===== src/rtl/bus_transfer_sequencer.sv =====
// Queues register-to-register move requests and issues one one-hot bus drive plus its load mask per cycle.
// Latency: a request accepted at edge E into an empty queue drives src_out/dst_in from E+1 to E+2.
// Backpressure: req_ready drops when the queue holds DEPTH entries; hold stalls issue but not accepts.
module bus_transfer_sequencer #(
  parameter int DEPTH = 4
) (
  input  logic        clk,
  input  logic        clr,
  input  logic        req_valid,
  output logic        req_ready,
  input  logic [4:0]  req_src,
  input  logic [23:0] req_dst,
  input  logic        hold,
  output logic [23:0] src_out,
  output logic [23:0] dst_in,
  output logic        xfer,
  output logic        err,
  output logic        busy
);

  localparam int AW = $clog2(DEPTH);
  localparam int CW = AW + 1;
  localparam logic [CW-1:0] FULL_CNT = CW'(DEPTH);

  typedef struct packed {
    logic [4:0]  src;
    logic [23:0] dst;
  } entry_t;

  entry_t          mem_q [DEPTH];
  entry_t          head;
  logic [AW-1:0]   wr_ptr_q, wr_ptr_d;
  logic [AW-1:0]   rd_ptr_q, rd_ptr_d;
  logic [CW-1:0]   count_q, count_d;
  logic [23:0]     src_out_q, src_out_d;
  logic [23:0]     dst_in_q, dst_in_d;
  logic            xfer_q, xfer_d;
  logic            err_q, err_d;

  logic accept;
  logic req_ok;
  logic push;
  logic pop;

  assign req_ready = (count_q != FULL_CNT);
  assign accept    = req_valid && req_ready;
  // Source codes 24..31 name nothing on the bus, and an empty mask loads nothing.
  assign req_ok    = (req_src < 5'd24) && (req_dst != 24'd0);
  assign push      = accept && req_ok;
  // Pop decision uses the pre-edge count, so an entry pushed this edge issues next edge at the earliest.
  assign pop       = !hold && (count_q != '0);
  assign head      = mem_q[rd_ptr_q];

  assign src_out = src_out_q;
  assign dst_in  = dst_in_q;
  assign xfer    = xfer_q;
  assign err     = err_q;
  assign busy    = (count_q != '0) || xfer_q;

  // Next-state for pointers, occupancy and the single-cycle issue registers.
  always_comb begin
    wr_ptr_d  = wr_ptr_q;
    rd_ptr_d  = rd_ptr_q;
    count_d   = count_q;
    src_out_d = 24'd0;
    dst_in_d  = 24'd0;
    xfer_d    = 1'b0;
    err_d     = accept && !req_ok;
    if (push) begin
      wr_ptr_d = wr_ptr_q + AW'(1);
    end
    if (pop) begin
      rd_ptr_d  = rd_ptr_q + AW'(1);
      src_out_d = 24'd1 << head.src;
      dst_in_d  = head.dst;
      xfer_d    = 1'b1;
    end
    case ({push, pop})
      2'b10:   count_d = count_q + CW'(1);
      2'b01:   count_d = count_q - CW'(1);
      default: count_d = count_q;
    endcase
  end

  // Control state and issue registers; reset truncates any active transfer immediately.
  always_ff @(posedge clk or posedge clr) begin
    if (clr) begin
      wr_ptr_q  <= '0;
      rd_ptr_q  <= '0;
      count_q   <= '0;
      src_out_q <= 24'd0;
      dst_in_q  <= 24'd0;
      xfer_q    <= 1'b0;
      err_q     <= 1'b0;
    end else begin
      wr_ptr_q  <= wr_ptr_d;
      rd_ptr_q  <= rd_ptr_d;
      count_q   <= count_d;
      src_out_q <= src_out_d;
      dst_in_q  <= dst_in_d;
      xfer_q    <= xfer_d;
      err_q     <= err_d;
    end
  end

  // Queue storage; contents are qualified by count, so it needs no reset.
  always_ff @(posedge clk) begin
    if (push) begin
      mem_q[wr_ptr_q] <= '{src: req_src, dst: req_dst};
    end
  end

endmodule


===== config.mk =====
export PLATFORM = sky130hd
export DESIGN_NAME = bus_transfer_sequencer
export DESIGN_NICKNAME = d
export VERILOG_FILES = /design/src/rtl/bus_transfer_sequencer.sv
export SDC_FILE = /design/constraint.sdc
export NUM_CORES = 1
export LEC_CHECK = 0
export ABC_AREA = 1
export ABC_CLOCK_PERIOD_IN_PS = 2500
export BUFFER_PORTS_ARGS = -buffer_cell sky130_fd_sc_hd__buf_2
export CORE_MARGIN = 2
export CORE_UTILIZATION = 40
export DETAILED_ROUTE_END_ITERATION = 12
export PLACE_DENSITY_LB_ADDON = 0.05
export SKIP_LAST_GASP = 1
export SLEW_MARGIN = 20
export SYNTH_ARGS = -nofsm -noshare
export SYNTH_HDL_FRONTEND = slang
export SYNTH_SLANG_ARGS = --single-unit

===== constraint.sdc =====
create_clock -name clk -period 2.5 [get_ports clk]
set_clock_uncertainty 0.1 [all_clocks]
set_input_delay 0.125 -clock clk [delete_from_list [all_inputs] [get_ports clk]]
set_output_delay 0.125 -clock clk [all_outputs]
set_load 0.05 [all_outputs]

==> flow_metrics.tcl <==
set metrics [dict create \
    fp.coreArea_sq_um 15800 \
    maxSlewHeadroom 0.498 \
    cts_resized 0 \
    hold_class "in -> reg" \
    maxCapViolations 0 \
    synth_cell_type_count 28 \
    clock_sinks 173 \
    worst_slew_pin_slew_ns 0.752 \
    grt_max_degree 41 \
    critPathCaptureType "flop" \
    cts_tree "built" \
    synth_warnings 0 \
    start_util 0.409 \
    finalHoldViolCount 0 \
    regToRegStartpoint "count_q[0]$_DFFE_PP0P_" \
    final_cell_mix "nor2_1, edfxtp_1, buf_2, dfrtp_1, o21ai_0" \
    syn_nets 555 \
    setup.worst_path.class "in -> reg" \
    arrival_ns 2.51 \
    rows 46 \
    syn_to_final_growth_pct 25.8 \
    rrSetupSlack_ns 0.38 \
    fmaxAchievable_mhz 433 \
    synth_area_sq_um 6480 \
    first_global_vias 4133 \
    final_max_slew_viol_count 0 \
    cp-start-kind "input pin" \
    finalSetupTns_ns 0 \
    layout_setup_ws_ns 0.191 \
    pre_cts_ws_ns 0.293 \
    grt.total_usage 0.172 \
    synthCells 516 \
    root_buffer "clkbuf_16" \
    startpoint "req_dst[5]" \
    path_clk_slew_ns 0.06 \
    max_stage_delay_ns 0.53 \
    layout-drive-gt1-share 0.230 \
    setup_violations 0 \
    hp-start "req_valid" \
    portBuffers 84 \
    die_h_um 131 \
    vdd_drop_max_v 0.000527 \
    crit_buf_inv 3 \
    clock_latency_ns 0.42 \
    route.detailed.drc 0 \
    drtIter0Drc 310 \
    crit_fanout 5 \
    ys_seq_area_frac 0.758 \
    leakagePower_nw 3.32 \
    antenna_found_initial 0 \
    post-route-min-period_ns 2.31 \
    dr.pass1.iters 5 \
    num_vias 4099 \
    pin_count 85 \
    dp_hpwl_um 8410 \
    cts-htree-levels 4 \
    crit_required_ns 2.70 \
    crit_family "buffers and inverters" \
    dieArea_sq_um 17200 \
    post-route-period-util 0.923 \
    cpMaxStageDelayCell "dlygate4sd3_1" \
    status "completed" \
    die_width_um 131 \
    p_per_area_nw_per_um2 1210 \
    postSynthAreaPerCell_sq_um 12.6 \
    ant_nets 0 \
    cts_buffer_depth 2 \
    totalWireLength_um 14200 \
    cts_buffers 17 \
    n_antenna_cell 0 \
    grt_pass1_wl_um 22500 \
    final_common_cell "nor2_1" \
    routedWlPerCell_um 16.2 \
    overflow 0 \
    ys_seq_elements 173 \
    gp_congestion 0.760 \
    rsz0062_at_grt "false" \
    avgViaCountPerCell 4.68 \
    path_cells "dlygate4sd3_1, buf_2, nor2_1, nand2_1, nor2_1, nand3_1, nand3_1, ha_1, inv_1, fa_1, a21oi_1, o21ai_0, xnor2_1" \
    layout.nets 686 \
]
## path summary, 6_finish.rpt
check,end,cells past startpoint
max in group asynchronous,dst_in[2]$_DFF_PP0_,4
min,err$_DFF_PP0_,3
max,count_q[2]$_DFFE_PP0P_,13
min in group asynchronous,dst_in[21]$_DFF_PP0_,3
min reg2reg,count_q[0]$_DFFE_PP0P_,1
max reg2reg,count_q[2]$_DFFE_PP0P_,10
## power breakdown
group	internal (mW)	switching, mW	total [mW]
combinational	0.882	2.55	3.43
sequential	3.65	0.158	3.80
clock	1.56	1.05	2.62
## flip-flops by register name, summed over array words and instances (netlist names)
register,cells
err,1
wr_ptr_q,2
rd_ptr_q,2
dst_in,24
xfer,1
count_q,3
src_out,24
mem_q,116
## tightest hold or removal path, delay by kind of cell
family / cells / cell delay, ns
AND/OR/NAND/NOR: 1 / 0.19
buffers and inverters: 1 / 0.09
AO/OA/AOI/OAI: 1 / 0.14
## layout make-up
cell class / instances / area [sq um]
fill: 1414 / 7680
multi-input combinational: 306 / 1440
clock buffer: 20 / 437
tap: 216 / 270
clock inverter: 12 / 148
timing repair buffer: 132 / 883
sequential: 173 / 4910
inverter: 17 / 63.8
## metal layers
layer  GRT usage  up-vias  wire (um)  share of wire
li1            -     2013          -              -
met1       0.218     2001       6530           0.46
met2       0.290       70       7010           0.49
met3      0.0413       15        448          0.032
met4      0.0580        0        173          0.012
met5           0        -          0              0
## logic make-up (layout without fill, tap and decap cells)
group	after synthesis	in the layout	share of synthesized area
buffers and inverters	37	181	0.0257
AND/OR/NAND/NOR	216	216	0.135
XOR/XNOR	3	3	0.00406
adder cells (fa/ha/maj)	6	6	0.0127
flip-flops	173	173	0.758
AO/OA/AOI/OAI	81	81	0.0647
## what timing repair did
action,in CTS,in global routing
hold endpoints to repair,144,0
setup buffers,0,0
hold buffers,31,0
endpoints found under the setup margin,0,0
## through the flow
stage	std cells	utilization	power [mW]	hold slack, ns	area (sq um)
2_1_floorplan	516	-	6.33	0.124	6490
3_3_place_gp	813	0.458	7.27	0.198	7250
3_5_place_dp	813	0.458	7.31	0.212	7250
4_1_cts	876	0.515	9.98	0.0616	8150
5_1_grt	876	0.515	10.4	0.0794	8150
6_report	876	0.515	9.85	0.0736	8150
## synthesized netlist by cell type
master	number	share of area
or3_1	1	0.00097
nor2_2	2	0.0019
a21boi_0	1	0.0012
edfxtp_1	116	0.54
nor2_1	143	0.083
buf_1	3	0.0017
buf_6	2	0.0035
nand3_2	2	0.0031
o21ai_2	1	0.0014
o21ai_1	1	0.00077
a21oi_1	25	0.019
and2_1	1	0.00097
clkbuf_1	7	0.0041
o21ai_0	51	0.039
nand2_2	5	0.0048
inv_1	14	0.0081
nand4_1	2	0.0019
xnor2_1	2	0.0027
xor2_1	1	0.0014
inv_2	3	0.0017
dfrtp_1	57	0.22
nand2_1	42	0.024
fa_1	1	0.0031
buf_2	7	0.0054
a21oi_2	2	0.0027
buf_4	1	0.0012
nand3_1	18	0.014
ha_1	5	0.0097
Power figures use the tool's default switching activity.
